==> src/rtl/uart_arb_pkg.sv <==
// uart_arb_pkg -- shared definitions for the UART transmit arbiter.
//
// Contents:
//   arb_state_e       FSM state enumeration (IDLE, START, WAIT_DONE)
//   DATA_W_DEFAULT    default byte width
//   NUM_REQ_DEFAULT   default number of requesters
//   idx_width()       width of an index into n requesters (never below 1)
package uart_arb_pkg;

  localparam int DATA_W_DEFAULT  = 8;
  localparam int NUM_REQ_DEFAULT = 4;

  typedef enum logic [1:0] {
    IDLE      = 2'd0,
    START     = 2'd1,
    WAIT_DONE = 2'd2
  } arb_state_e;

  function automatic int idx_width(input int n);
    return (n > 1) ? $clog2(n) : 1;
  endfunction

endpackage

==> src/rtl/uart_tx_arbiter_if.sv <==
// uart_tx_arbiter_if -- bundle of requester-side and transmitter-side signals
// of the UART transmit arbiter.
//
// Parameters: NUM_REQ requesters, DATA_W bits per byte.
// Signals:
//   req_valid   [NUM_REQ]         requester i has a byte pending
//   req_data    [NUM_REQ*DATA_W]  byte of requester i in [i*DATA_W +: DATA_W]
//   req_ready   [NUM_REQ]         one-cycle acknowledge of requester i
//   tx_start                      start pulse to the transmitter
//   tx_data     [DATA_W]          byte handed to the transmitter
//   tx_done                       transmitter frame-complete flag
//   busy                          arbiter is not idle
//   grant_id    [clog2(NUM_REQ)]  index of current/last granted requester
//   timeout_err                   one-cycle watchdog pulse
// Modports: master = arbiter side, slave = requesters/transmitter side.
interface uart_tx_arbiter_if
  import uart_arb_pkg::*;
#(
  parameter int NUM_REQ = NUM_REQ_DEFAULT,
  parameter int DATA_W  = DATA_W_DEFAULT
);
  localparam int GID_W = idx_width(NUM_REQ);

  logic [NUM_REQ-1:0]        req_valid;
  logic [NUM_REQ*DATA_W-1:0] req_data;
  logic [NUM_REQ-1:0]        req_ready;
  logic                      tx_start;
  logic [DATA_W-1:0]         tx_data;
  logic                      tx_done;
  logic                      busy;
  logic [GID_W-1:0]          grant_id;
  logic                      timeout_err;

  modport master (
    input  req_valid, req_data, tx_done,
    output req_ready, tx_start, tx_data, busy, grant_id, timeout_err
  );

  modport slave (
    output req_valid, req_data, tx_done,
    input  req_ready, tx_start, tx_data, busy, grant_id, timeout_err
  );

endinterface

==> src/rtl/rr_arbiter.sv <==
// rr_arbiter -- combinational round-robin selector.
//
// Ports:
//   req        in  [NUM_REQ]  request vector
//   last_grant in  [IDX_W]    index granted last time
//   winner     out [IDX_W]    first requester at or after last_grant+1 (mod NUM_REQ)
//   any_valid  out 1          at least one request is set
// The search starts one past the previous winner, so the requester that was
// just served is always considered last.
module rr_arbiter
  import uart_arb_pkg::*;
#(
  parameter int NUM_REQ = NUM_REQ_DEFAULT,
  parameter int IDX_W   = idx_width(NUM_REQ)
) (
  input  logic [NUM_REQ-1:0] req,
  input  logic [IDX_W-1:0]   last_grant,
  output logic [IDX_W-1:0]   winner,
  output logic               any_valid
);

  // Request vector rotated so that bit k corresponds to requester
  // (last_grant + 1 + k) mod NUM_REQ; the lowest set bit is then the winner.
  logic [NUM_REQ-1:0] rot_req;
  logic [IDX_W-1:0]   rot_idx [NUM_REQ];

  genvar gi;
  generate
    for (gi = 0; gi < NUM_REQ; gi++) begin : g_rot
      assign rot_idx[gi] = IDX_W'((int'(last_grant) + 1 + gi) % NUM_REQ);
      assign rot_req[gi] = req[rot_idx[gi]];
    end
  endgenerate

  always_comb begin
    winner    = '0;
    any_valid = |req;
    // Walk from the far end so the nearest (lowest k) hit is written last.
    for (int k = NUM_REQ - 1; k >= 0; k--) begin
      if (rot_req[k]) begin
        winner = rot_idx[k];
      end
    end
  end

endmodule

==> src/rtl/uart_tx_arbiter.sv <==
// uart_tx_arbiter -- shares one UART transmitter among NUM_REQ requesters.
//
// Ports:
//   clk    in  system clock
//   reset  in  asynchronous, active-low reset
//   bus    uart_tx_arbiter_if.master (requester handshake + transmitter side)
// Parameters:
//   NUM_REQ        number of requesters (2..8)
//   DATA_W         byte width
//   TIMEOUT_CYCLES watchdog limit in clk cycles
// Configuration macro:
//   UART_TX_ARB_TIMEOUT_EN  when defined, a watchdog aborts WAIT_DONE after
//                           TIMEOUT_CYCLES without a tx_done rising edge and
//                           pulses timeout_err; otherwise WAIT_DONE waits
//                           indefinitely and timeout_err is tied low.
//
// Flow: IDLE picks a winner round-robin and captures its byte, START drives
// tx_start and the winner's req_ready for one cycle, WAIT_DONE waits for a
// fresh rising edge of tx_done and then returns to IDLE.
module uart_tx_arbiter
  import uart_arb_pkg::*;
#(
  parameter int NUM_REQ        = NUM_REQ_DEFAULT,
  parameter int DATA_W         = DATA_W_DEFAULT,
  parameter int TIMEOUT_CYCLES = 65536
) (
  input  logic               clk,
  input  logic               reset,
  uart_tx_arbiter_if.master  bus
);

  localparam int GID_W = idx_width(NUM_REQ);

  localparam logic [1:0] ST_IDLE  = IDLE;
  localparam logic [1:0] ST_START = START;
  localparam logic [1:0] ST_WAIT  = WAIT_DONE;

  logic [1:0]        state_reg, state_next;
  logic [DATA_W-1:0] tx_data_reg;
  logic [GID_W-1:0]  grant_id_reg;
  logic [GID_W-1:0]  last_grant_reg;
  logic              tx_done_prev_reg;

  logic [GID_W-1:0]  winner;
  logic              any_valid;
  logic [DATA_W-1:0] req_bytes [NUM_REQ];
  logic              grant_now;
  logic              done_rise;
  logic              timeout_hit;

  rr_arbiter #(
    .NUM_REQ (NUM_REQ),
    .IDX_W   (GID_W)
  ) u_rr (
    .req        (bus.req_valid),
    .last_grant (last_grant_reg),
    .winner     (winner),
    .any_valid  (any_valid)
  );

  genvar gi;
  generate
    for (gi = 0; gi < NUM_REQ; gi++) begin : g_req
      assign req_bytes[gi] = bus.req_data[gi*DATA_W +: DATA_W];
      // Acknowledge only in START and only to the captured winner.
      assign bus.req_ready[gi] = (state_reg == ST_START) &&
                                 (grant_id_reg == GID_W'(gi));
    end
  endgenerate

  assign grant_now = (state_reg == ST_IDLE) && any_valid;

  // Only a 0->1 transition counts; a level left high by a previous frame
  // (or already high when tx_start goes out) keeps tx_done_prev_reg high.
  assign done_rise = bus.tx_done && !tx_done_prev_reg;

`ifdef UART_TX_ARB_TIMEOUT_EN
  localparam int CNT_W = $clog2(TIMEOUT_CYCLES + 1);

  logic [CNT_W-1:0] wd_cnt_reg;
  logic             timeout_err_reg;

  // wd_cnt_reg equals the number of completed WAIT_DONE cycles, so the
  // limit is reached on the TIMEOUT_CYCLES-th edge after entering WAIT_DONE.
  assign timeout_hit = (state_reg == ST_WAIT) && !done_rise &&
                       (wd_cnt_reg == CNT_W'(TIMEOUT_CYCLES - 1));

  always_ff @(posedge clk or negedge reset) begin
    if (!reset) begin
      wd_cnt_reg      <= '0;
      timeout_err_reg <= 1'b0;
    end else begin
      timeout_err_reg <= timeout_hit;
      if (state_reg == ST_START) begin
        wd_cnt_reg <= '0;
      end else if (state_reg == ST_WAIT) begin
        wd_cnt_reg <= wd_cnt_reg + 1'b1;
      end
    end
  end

  assign bus.timeout_err = timeout_err_reg;
`else
  logic unused_timeout_cfg;

  assign unused_timeout_cfg = ^TIMEOUT_CYCLES;
  assign timeout_hit        = 1'b0;
  assign bus.timeout_err    = 1'b0;
`endif

  always_comb begin
    state_next = state_reg;
    case (state_reg)
      ST_IDLE:  if (any_valid) state_next = ST_START;
      ST_START: state_next = ST_WAIT;
      ST_WAIT:  if (done_rise || timeout_hit) state_next = ST_IDLE;
      default:  state_next = ST_IDLE;
    endcase
  end

  always_ff @(posedge clk or negedge reset) begin
    if (!reset) begin
      state_reg        <= ST_IDLE;
      tx_data_reg      <= '0;
      grant_id_reg     <= '0;
      last_grant_reg   <= GID_W'(NUM_REQ - 1);
      tx_done_prev_reg <= 1'b0;
    end else begin
      state_reg        <= state_next;
      tx_done_prev_reg <= bus.tx_done;
      // The byte is captured at selection time, so it is still sent even
      // if the requester withdraws req_valid before its req_ready.
      if (grant_now) begin
        tx_data_reg    <= req_bytes[winner];
        grant_id_reg   <= winner;
        last_grant_reg <= winner;
      end
    end
  end

  assign bus.tx_start = (state_reg == ST_START);
  assign bus.busy     = (state_reg != ST_IDLE);
  assign bus.tx_data  = tx_data_reg;
  assign bus.grant_id = grant_id_reg;

endmodule

==> src/flat_wrapper.sv <==
// flat-port wrapper written by rule: the top's interface ports become plain ports
module uart_tx_arbiter_flat import uart_arb_pkg::*;
#(
  parameter int NUM_REQ        = NUM_REQ_DEFAULT,
  parameter int DATA_W         = DATA_W_DEFAULT,
  parameter int TIMEOUT_CYCLES = 65536
)
  (clk, reset, bus_req_valid, bus_req_data, bus_tx_done, bus_req_ready, bus_tx_start, bus_tx_data, bus_busy, bus_grant_id, bus_timeout_err);
  uart_tx_arbiter_if #(.NUM_REQ(NUM_REQ), .DATA_W(DATA_W)) bus_i ();
  input  logic clk;
  input  logic reset;
  input wire logic [$bits(bus_i.req_valid)-1:0] bus_req_valid;
  input wire logic [$bits(bus_i.req_data)-1:0] bus_req_data;
  input wire logic [$bits(bus_i.tx_done)-1:0] bus_tx_done;
  output wire logic [$bits(bus_i.req_ready)-1:0] bus_req_ready;
  output wire logic [$bits(bus_i.tx_start)-1:0] bus_tx_start;
  output wire logic [$bits(bus_i.tx_data)-1:0] bus_tx_data;
  output wire logic [$bits(bus_i.busy)-1:0] bus_busy;
  output wire logic [$bits(bus_i.grant_id)-1:0] bus_grant_id;
  output wire logic [$bits(bus_i.timeout_err)-1:0] bus_timeout_err;
  assign bus_i.req_valid = bus_req_valid;
  assign bus_i.req_data = bus_req_data;
  assign bus_i.tx_done = bus_tx_done;
  assign bus_req_ready = bus_i.req_ready;
  assign bus_tx_start = bus_i.tx_start;
  assign bus_tx_data = bus_i.tx_data;
  assign bus_busy = bus_i.busy;
  assign bus_grant_id = bus_i.grant_id;
  assign bus_timeout_err = bus_i.timeout_err;
  uart_tx_arbiter #(.NUM_REQ(NUM_REQ), .DATA_W(DATA_W), .TIMEOUT_CYCLES(TIMEOUT_CYCLES)) u_core (.clk(clk), .reset(reset), .bus(bus_i));
endmodule
==> config.mk <==
export PLATFORM = sky130hd
export DESIGN_NAME = uart_tx_arbiter_flat
export DESIGN_NICKNAME = d
export VERILOG_FILES = /design/src/rtl/uart_arb_pkg.sv /design/src/rtl/uart_tx_arbiter_if.sv /design/src/rtl/rr_arbiter.sv /design/src/rtl/uart_tx_arbiter.sv /design/src/flat_wrapper.sv
export SDC_FILE = /design/constraint.sdc
export NUM_CORES = 1
export LEC_CHECK = 0
export BUFFER_PORTS_ARGS = -buffer_cell sky130_fd_sc_hd__buf_2
export CORE_MARGIN = 2
export CORE_UTILIZATION = 43
export DETAILED_ROUTE_END_ITERATION = 16
export PLACE_DENSITY = 0.91
export SLEW_MARGIN = 30
export SYNTH_ARGS = -nofsm -noshare
export SYNTH_HDL_FRONTEND = slang
export SYNTH_HIERARCHICAL = 1
export SYNTH_SLANG_ARGS = --single-unit
==> constraint.sdc <==
create_clock -name clk -period 4.2 [get_ports clk]
set_clock_uncertainty 0.1 [all_clocks]
set_input_delay 0.42 -clock clk [delete_from_list [all_inputs] [get_ports clk]]
set_output_delay 0.42 -clock clk [all_outputs]
set_load 0.03 [all_outputs]
==> reports/qor.txt <==
status: finished clean
Num CTS Buffers: 3
Synth Net Count: 104
CTS tree: done
initial antenna violation count: 0
Worst Hold Depth: 1
Clock Path Buffers: 2
Synth async-reset ratio: 100%
Setup crit start kind: flip-flop
Cell Area, Synth: 920 um^2
Yosys cell types: 25
layout cells sized above 1: 68.3%
Worst Setup End Kind: flip-flop
routed vias: 746
Comb pwr share: 61.2%
gr ovfl total: 0
drt wl/cell: 13.7 um
clk_lat worst skew: 270 ps
1st-pass router iterations: 4
Least-Margin Pin Slew: 814 ps
final core occ: 62.4%
Max Slew Vio Count: 0
fmax: 0.399 GHz
R2R setup slack: 1700 ps
final setup TNS: 0 ps
hold path startpoint: bus_tx_done
DR DRC count: 0
chip width: 50.2 um
clock network fraction of design power: 8.1%
post-CTS sizing: 0
commonest non-fill, non-tap cell in the layout: buf_2
Sw Pwr: 407 uW
# port buffers: 54
Post-Route WL: 2.02 mm
Worst slew margin: 45.7%
DR iter-0 viols: 1
required time worst endpoint: 4260 ps
number of diodes: 0
Initial Util: 46.4%
RSZ-0062 raised after global routing: false
flops & latches, synth: 15
number of setup buffers added after CTS: 0
H-tree depth: 1
Mapped Cells: 65
vias in the first global route: 772
maximum fanout along the worst path: 10
Antenna Nets Post-Route: 0
Syn Area/Cell: 14.1 um^2
final setup vio count: 0
area grow syn2layout: 34.4%
Post-CTS Hold Buffers: 1
Top FF cell, synth: dfrtp_1
Post-synth EDFFs: 0
clock slew at reported path FFs: 80 ps
CP Launch Point: u_core/last_grant_reg[1]
Hold Crit Class: input port to flip-flop
Die Area: 2520 um^2
clock sink total: 15
PD cells: 765 nW/um^2
register area share after synthesis: 41.1%
Syn. warnings: 6
Sw Share: 43.0%
most frequent cells in the layout: 54 x buf_2, 13 x dfrtp_1, 8 x mux4_2, 8 x mux2_4, 5 x nand2b_1
Int Pwr: 539 uW
Vias/cell: 5.07
Reg power frac: 30.7%
worst r2r src: u_core/last_grant_reg[1]
num ports: 56
Largest register FFs: 8
final worst-path cycle share: 59.6%
Total Nets Final: 160
gpl congestion: 0.669
clock root cell: clkbuf_4
total track usage: 17.7%
die height: 50.2 um
worst r2r path cells: 5
first-pass GRT wire length: 3.26 mm
maximum vdd ir drop: 442 uV
Crit Path Category: flip-flop to flip-flop
endpoints failing hold: 0
Critical Path AT: 2560 ps
Leakage: 0.612 nW
# Max-Cap Violations: 0
row cnt: 16
core area: 1980 um^2
final period demand of the worst path: 2500 ps
largest net degree at the start of global routing: 16
## cell type report
type | count | area [um^2]
clock buffer | 4 | 26.3
tap | 27 | 33.8
timing repair buffer | 55 | 280
sequential | 15 | 378
multi-input combinational | 44 | 510
fill | 152 | 746
inverter | 2 | 7.51
## power groups by stage
| stage | Clock (mW) | Sequential [mW] | Combinational [mW] |
|---|---|---|---|
| after floorplan | 0 | 0.376 | 0.368 |
| after global placement | 0 | 0.284 | 0.560 |
| after detailed placement | 0 | 0.290 | 0.587 |
| after CTS | 0.0795 | 0.292 | 0.584 |
| after global routing | 0.0858 | 0.306 | 0.616 |
| final | 0.0766 | 0.290 | 0.579 |
## worst max-delay path: stages (launching register included)
cell and delay, ps:
dfstp_2 580, nand2b_1 120, a21oi_1 80, o221ai_2 620, mux4_2 610, mux2_4 270
## layer usage
layer  GRT usage (%)  share of wire, %
met1            22.2                39
met2            29.6                50
met3            2.08               8.9
met4            9.72               1.3
met5               0                 0
## stage by stage
step	cell area, um^2	instances	hold WS (ps)	worst slack (ps)	power, mW
CTS	1230	147	159	1650	0.955
global placement	1190	142	229	1770	0.844
finish	1240	147	163	1700	0.946
floorplan	920	65	24.4	2170	0.744
detailed placement	1200	142	232	1640	0.877
global route	1240	147	153	1530	1.01
## synth_stat cells (2+ instances only)
library cell,instances,area [um^2]
dfrtp_1,13,325
mux2_4,8,120
mux4_2,8,180
nand2b_1,5,31.3
a21oi_1,3,15.0
mux2_2,3,33.8
buf_6,2,22.5
dfstp_2,2,52.6
inv_1,2,7.51
nor2_1,2,7.51
nor2b_1,2,12.5
nor3b_1,2,15.0
## worst paths after layout
check                                                 to
min in group asynchronous        u_core/tx_done_prev_reg
worst max-delay path               u_core/bus.tx_data[5]
worst max register to register     u_core/bus.tx_data[5]
worst min-delay path             u_core/tx_done_prev_reg
worst min register to register     u_core/bus.tx_data[1]
max in group asynchronous       u_core/last_grant_reg[1]
## kinds of logic (layout without fill, tap and decap cells)
| group | count (synthesis) | after routing | synth area share (%) |
|---|---|---|---|
| mux | 21 | 21 | 38.6 |
| simple gates | 16 | 16 | 10.9 |
| flops | 15 | 15 | 41.1 |
| compound gates | 6 | 6 | 4.49 |
| buf+inv | 6 | 61 | 4.49 |
| other cells | 1 | 1 | 0.408 |
Note: power is estimated with default switching activity, not from simulation.
